### src/rtl/pipe_pkg.sv
`default_nettype none
// ============================================================================
// Module      : pipe_pkg
// Description : Shared MODE encodings and MODE-3 state encoding for full_pipe.
// Revision    : 1.0  initial release
// ============================================================================
package pipe_pkg;

    localparam int MODE_BYPASS   = 0;
    localparam int MODE_BACKWARD = 1;
    localparam int MODE_FORWARD  = 2;
    localparam int MODE_FULL     = 3;

    // State value equals the number of words held, so occ is read straight off it.
    typedef enum logic [1:0] {
        ST_EMPTY = 2'd0,
        ST_ONE   = 2'd1,
        ST_TWO   = 2'd2
    } pipe_state_e;

    function automatic logic [1:0] occ_of(input pipe_state_e s);
        return s;
    endfunction

endpackage
`default_nettype wire

### src/rtl/full_pipe_if.sv
`default_nettype none
// ============================================================================
// Module      : full_pipe_if
// Description : Valid/ready handshake bundle (upstream _f, downstream _b).
// Revision    : 1.0  initial release
// ============================================================================
interface full_pipe_if #(
    parameter int L = 8
);
    logic         valid_f;
    logic         ready_f;
    logic [L-1:0] data_f;
    logic         valid_b;
    logic         ready_b;
    logic [L-1:0] data_b;
    logic [1:0]   occ;

    modport master (
        output valid_f, data_f, ready_b,
        input  ready_f, valid_b, data_b, occ
    );

    modport slave (
        input  valid_f, data_f, ready_b,
        output ready_f, valid_b, data_b, occ
    );
endinterface
`default_nettype wire

### src/rtl/pipe_skid_reg.sv
`default_nettype none
// ============================================================================
// Module      : pipe_skid_reg
// Description : Single skid entry (data + valid) with load, unload and clear.
// Revision    : 1.0  initial release
// ============================================================================
module pipe_skid_reg #(
    parameter int L = 8
) (
    input  wire logic         clk,
    input  wire logic         rst,
    input  wire logic         i_clr,
    input  wire logic         i_load,
    input  wire logic         i_unload,
    input  wire logic [L-1:0] i_data,
    output logic [L-1:0]      o_data,
    output logic              o_valid
);

    logic [L-1:0] r_data;
    logic         r_valid;

    always_ff @(posedge clk) begin
        if (rst) begin
            r_valid <= 1'b0;
            r_data  <= '0;
        end else if (i_clr) begin
            r_valid <= 1'b0;
        end else if (i_load) begin
            r_valid <= 1'b1;
            r_data  <= i_data;
        end else if (i_unload) begin
            r_valid <= 1'b0;
        end
    end

    assign o_data  = r_data;
    assign o_valid = r_valid;

endmodule
`default_nettype wire

### src/rtl/full_pipe.sv
`default_nettype none
// ============================================================================
// Module      : full_pipe
// Description : Valid/ready pipeline slice: bypass, backward-, forward- or
//               fully-registered. Optional flush input: FULL_PIPE_FLUSH_EN.
// Revision    : 1.0  initial release
// ============================================================================
module full_pipe
    import pipe_pkg::*;
#(
    parameter int L    = 8,
    parameter int MODE = MODE_FULL
) (
    input  wire logic  clk,
    input  wire logic  rst,
`ifdef FULL_PIPE_FLUSH_EN
    input  wire logic  flush,
`endif
    full_pipe_if.slave p
);

    logic w_flush;

`ifdef FULL_PIPE_FLUSH_EN
    assign w_flush = flush;
`else
    assign w_flush = 1'b0;
`endif

    generate
        if (MODE == MODE_BYPASS) begin : g_bypass
            logic w_unused;
            assign w_unused  = ^{clk, rst, w_flush};
            assign p.ready_f = p.ready_b;
            assign p.valid_b = p.valid_f;
            assign p.data_b  = p.data_f;
            assign p.occ     = 2'd0;

        end else if (MODE == MODE_BACKWARD) begin : g_backward
            logic         r_ready_f;
            logic         w_load;
            logic         w_skid_valid;
            logic [L-1:0] w_skid_data;

            // Word accepted while downstream stalls must park in the skid.
            assign w_load = p.valid_f && r_ready_f && !p.ready_b;

            pipe_skid_reg #(.L(L)) u_skid (
                .clk      (clk),
                .rst      (rst),
                .i_clr    (w_flush),
                .i_load   (w_load),
                .i_unload (p.ready_b),
                .i_data   (p.data_f),
                .o_data   (w_skid_data),
                .o_valid  (w_skid_valid)
            );

            always_ff @(posedge clk) begin
                if (rst || w_flush) begin
                    r_ready_f <= 1'b1;
                end else begin
                    r_ready_f <= p.ready_b || (!w_skid_valid && !w_load);
                end
            end

            assign p.ready_f = r_ready_f;
            assign p.valid_b = r_ready_f ? p.valid_f : w_skid_valid;
            assign p.data_b  = r_ready_f ? p.data_f  : w_skid_data;
            assign p.occ     = {1'b0, w_skid_valid};

        end else if (MODE == MODE_FORWARD) begin : g_forward
            logic         r_valid;
            logic [L-1:0] r_data;
            logic         w_ready_f;

            assign w_ready_f = p.ready_b || !r_valid;

            always_ff @(posedge clk) begin
                if (rst) begin
                    r_valid <= 1'b0;
                    r_data  <= '0;
                end else if (w_flush) begin
                    r_valid <= 1'b0;
                end else if (p.valid_f && w_ready_f) begin
                    r_valid <= 1'b1;
                    r_data  <= p.data_f;
                end else if (p.ready_b) begin
                    r_valid <= 1'b0;
                end
            end

            assign p.ready_f = w_ready_f;
            assign p.valid_b = r_valid;
            assign p.data_b  = r_data;
            assign p.occ     = {1'b0, r_valid};

        end else begin : g_full
            pipe_state_e  r_state;
            logic         r_ready_f;
            logic         r_valid_b;
            logic [L-1:0] r_data;
            logic         w_in;
            logic         w_out;
            logic         w_skid_load;
            logic         w_skid_unload;
            logic         w_unused_skid_valid;
            logic [L-1:0] w_skid_data;

            assign w_in          = p.valid_f && r_ready_f;
            assign w_out         = r_valid_b && p.ready_b;
            assign w_skid_load   = (r_state == ST_ONE) && w_in && !w_out;
            assign w_skid_unload = (r_state == ST_TWO) && w_out;

            pipe_skid_reg #(.L(L)) u_skid (
                .clk      (clk),
                .rst      (rst),
                .i_clr    (w_flush),
                .i_load   (w_skid_load),
                .i_unload (w_skid_unload),
                .i_data   (p.data_f),
                .o_data   (w_skid_data),
                .o_valid  (w_unused_skid_valid)
            );

            always_ff @(posedge clk) begin
                if (rst) begin
                    r_state   <= ST_EMPTY;
                    r_ready_f <= 1'b1;
                    r_valid_b <= 1'b0;
                    r_data    <= '0;
                end else if (w_flush) begin
                    r_state   <= ST_EMPTY;
                    r_ready_f <= 1'b1;
                    r_valid_b <= 1'b0;
                end else begin
                    case (r_state)
                        ST_EMPTY: begin
                            if (w_in) begin
                                r_state   <= ST_ONE;
                                r_valid_b <= 1'b1;
                                r_data    <= p.data_f;
                            end
                        end
                        ST_ONE: begin
                            if (w_in && !w_out) begin
                                r_state   <= ST_TWO;
                                r_ready_f <= 1'b0;
                            end else if (w_out && !w_in) begin
                                r_state   <= ST_EMPTY;
                                r_valid_b <= 1'b0;
                            end else if (w_in && w_out) begin
                                r_data    <= p.data_f;
                            end
                        end
                        ST_TWO: begin
                            // Skid word moves up to the output register.
                            if (w_out) begin
                                r_state   <= ST_ONE;
                                r_ready_f <= 1'b1;
                                r_data    <= w_skid_data;
                            end
                        end
                        default: begin
                            r_state   <= ST_EMPTY;
                            r_ready_f <= 1'b1;
                            r_valid_b <= 1'b0;
                        end
                    endcase
                end
            end

            assign p.ready_f = r_ready_f;
            assign p.valid_b = r_valid_b;
            assign p.data_b  = r_data;
            assign p.occ     = occ_of(r_state);
        end
    endgenerate

endmodule
`default_nettype wire
### src/flat_wrapper.sv
// flat-port wrapper written by rule: the top's interface ports become plain ports
module full_pipe_flat import pipe_pkg::*;
#(
    parameter int L    = 8,
    parameter int MODE = MODE_FULL
)
  (clk, rst, p_valid_f, p_data_f, p_ready_b, p_ready_f, p_valid_b, p_data_b, p_occ);
  full_pipe_if #(.L(L)) p_i ();
  input  wire logic clk;
  input  wire logic rst;
  input wire logic [$bits(p_i.valid_f)-1:0] p_valid_f;
  input wire logic [$bits(p_i.data_f)-1:0] p_data_f;
  input wire logic [$bits(p_i.ready_b)-1:0] p_ready_b;
  output wire logic [$bits(p_i.ready_f)-1:0] p_ready_f;
  output wire logic [$bits(p_i.valid_b)-1:0] p_valid_b;
  output wire logic [$bits(p_i.data_b)-1:0] p_data_b;
  output wire logic [$bits(p_i.occ)-1:0] p_occ;
  assign p_i.valid_f = p_valid_f;
  assign p_i.data_f = p_data_f;
  assign p_i.ready_b = p_ready_b;
  assign p_ready_f = p_i.ready_f;
  assign p_valid_b = p_i.valid_b;
  assign p_data_b = p_i.data_b;
  assign p_occ = p_i.occ;
  full_pipe #(.L(L), .MODE(MODE)) u_core (.clk(clk), .rst(rst), .p(p_i));
endmodule
### config.mk
export PLATFORM = sky130hd
export DESIGN_NAME = full_pipe_flat
export DESIGN_NICKNAME = d
export VERILOG_FILES = /design/src/rtl/pipe_pkg.sv /design/src/rtl/full_pipe_if.sv /design/src/rtl/pipe_skid_reg.sv /design/src/rtl/full_pipe.sv /design/src/flat_wrapper.sv
export SDC_FILE = /design/constraint.sdc
export NUM_CORES = 1
export LEC_CHECK = 0
export ABC_CLOCK_PERIOD_IN_PS = 3830
export CAP_MARGIN = 20
export CORE_MARGIN = 4
export CORE_UTILIZATION = 61
export CTS_CLUSTER_SIZE = 30
export DETAILED_ROUTE_END_ITERATION = 7
export DONT_BUFFER_PORTS = 1
export GPL_TIMING_DRIVEN = 0
export PLACE_DENSITY = 0.76
export REMOVE_ABC_BUFFERS = 1
export SYNTH_ARGS = -nofsm -noshare
export SYNTH_HDL_FRONTEND = slang
export SYNTH_SLANG_ARGS = --single-unit
### constraint.sdc
create_clock -name clk -period 3.83 [get_ports clk]
set_clock_uncertainty 0.1 [all_clocks]
set_input_delay 0.766 -clock clk [delete_from_list [all_inputs] [get_ports clk]]
set_output_delay 0.766 -clock clk [all_outputs]
set_load 0.005 [all_outputs]
==> results.toml <==
[status]
outcome = "completed"

[sta]
fmaxAchievable_mhz = 547
min_period_ns = 1.83
finalHoldViolations = 0
finalCritPeriodShare_pct = 47.7
relSlewSlack_pct = 56.9
post-route-worst-setup-slack_ns = 2.00
setup_tns_ns = 0
tightest_slew_ns = 0.646
slew_violations = 0
final-setup-viol-count = 0
rsz0062_at_grt = "false"

[worst_setup_path]
ff2ff_path_depth = 3
critical_path_class = "register to register"
r2r_setup_slack_ns = 2.00
critPathTopFamily = "compound AO/OA/AOI/OAI gates"
required_ns = 3.95
crit_chain = "a21boi_2 > o22ai_2 > a211oi_1"
cp_slowest_cell = "a21boi_2"
cpPeakStageDelay_ns = 0.55
worstPathArrival_ns = 1.95
critical_path_depth = 3
path_buf_inv = 0
crit_path_end_kind = "register"
start_kind = "register"
crit_fanout = 12

[place]
post-place-ws_ns = 1.84
portBuffers = 0
hpwl_mm = 1.35
place_inst = 109
placed_area_um2 = 925
place.gp.congestion = 0.733

[clocking]
max-clock-path-buffers = 2
cts_setup_buffers = 0
cts_tree = "done"
clk_pin_slew_ns = 0.12
cts-resized-gates = 0
cts.sinks = 20
cts_buffers = 3
root_buffer = "clkbuf_4"
cts_hold_buf = 0
htree_levels = 1
clock_latency_ns = 0.30

[synth]
synth-seq-cells = 20
synth_cells = 101
synth_top_area_share_pct = 41.7
async_flop_share_pct = 0
ys_types = 29
yosysTopAreaCell = "dfxtp_1"
synth.most_common_cell = "dfxtp_1"
avgSynthCellArea_um2 = 9.51
syn_area_um2 = 961
ys_warn_count = 0
ys_seq_area_share_pct = 41.7
netlist_top_cells_area = "dfxtp_1 (42%), a211oi_1 (11%), mux2i_1 (8.3%)"
synth_edf_count = 0
ys.flop_type = "dfxtp_1"
synth.top_cells.by_count = "dfxtp_1 (20), a211oi_1 (14), a21oi_1 (11), mux2i_1 (8), nand3_1 (8)"

[die]
die_w_um = 47.7
die_h_um = 47.7
io_pins = 24
num_rows = 14
dieArea_um2 = 2270
core_area_um2 = 1490
start_util_pct = 64.5

[detailed_routing]
routed_via_density = 6.81
finalWirelength_mm = 2.00
num_vias = 770
drtIter0Drc = 11
dr.pass1.iters = 4
drc = 0
wl_per_cell_um = 17.7
postRouteAntennaNets = 0

[global_routing]
globalRouteTotalUtil_pct = 20.1
grt_max_degree = 21
antenna_found_initial = 0
globalRouteOverflowTotal = 0
first_global_vias = 717
grt_pass1_wl_mm = 3.18

[finish]
diodes = 0
nFillCells = 124
layout.nets = 110
final_area_um2 = 977
drive_gt1_share_pct = 10.3
layoutNonFillerInstCount = 113
syn2layout_area_growth_pct = 1.69

[min_path]
whs_path_depth = 2
hp-class = "register to register"

[power]
power.leakage_nw = 0.382
power.density_nw_per_um2 = 574
ir_drop_v = 0.000342
power.total_mw = 0.561

[flow_run]
maxCapViolations = 0
==> worst register-to-register path, cell delays in order (launching register included) <==
cell      delay [ns]
dfxtp_1         0.51
a21boi_2        0.56
o22ai_2         0.31
a211oi_1        0.27
==> through the flow <==
stage	util (%)	hold slack, ns
2_1_floorplan	-	0.347
6_report	65.6	0.380
3_5_place_dp	62.1	0.361
5_1_grt	65.6	0.391
3_3_place_gp	62.1	0.354
4_1_cts	65.6	0.378
==> metal layers <==
layer	vias up	share of wire, %	GRT usage (%)
li1	377	-	-
met1	356	39	23.8
met2	33	49	32.2
met3	4	9.8	7.14
met4	0	2.0	9.68
met5	-	0	0
==> final timing paths <==
kind / startpoint / to
setup / recovery: u_core.p.occ[0]$_SDFFE_PP0P_ / u_core.p.data_b[7]$_SDFFE_PP0P_
hold / removal: u_core.g_full.u_skid.o_data[2]$_SDFFE_PP0P_ / u_core.g_full.u_skid.o_data[2]$_SDFFE_PP0P_
setup reg to reg: u_core.p.occ[0]$_SDFFE_PP0P_ / u_core.p.data_b[7]$_SDFFE_PP0P_
hold reg to reg: u_core.g_full.u_skid.o_data[2]$_SDFFE_PP0P_ / u_core.g_full.u_skid.o_data[2]$_SDFFE_PP0P_
==> where the power goes <==
part | switching (mW) | internal (mW)
Combinational | 0.0702 | 0.0525
Clock | 0.0666 | 0.106
Sequential | 0.0292 | 0.237
Total | 0.166 | 0.395
==> sequential cells by signal (all words and copies together) (netlist names) <==
signal                       flops
u_core.p.occ                     2
u_core.g_full.u_skid.o_data      8
u_core.p.ready_f                 1
u_core.p.valid_b                 1
u_core.p.data_b                  8
==> cell type report <==
type	count	area, um^2	share of cell area (%)
clock buffer	3	22.5	2.30
clock inverter	1	30.0	3.07
inverter	1	3.75	0.384
multi-input combinational	72	500	51.2
sequential	20	400	41.0
tap	16	20.0	2.05
==> layout by cell type, fill, tap and decap left out, types with 2 or more instances in the layout <==
| cell type | count |
|---|---|
| dfxtp_1 | 20 |
| a211oi_1 | 14 |
| a21oi_1 | 11 |
| mux2i_1 | 8 |
| nand3_1 | 8 |
| o21ai_0 | 6 |
| nand2_1 | 3 |
| o21ai_1 | 3 |
| clkbuf_4 | 3 |
| nand2b_1 | 2 |
| a211oi_2 | 2 |
| a21o_1 | 2 |
| nor2_1 | 2 |
==> kinds of logic (layout without fill, tap and decap cells) <==
kind of cell	count (synthesis)	after routing	synth area share (%)
multiplexers	8	8	8.33
AO/OA/AOI/OAI	42	42	29.9
buffers and inverters	9	5	6.25
AND/OR/NAND/NOR	22	22	13.8
flip-flops	20	20	41.7
No activity file was read; power rests on OpenSTA's default activity.
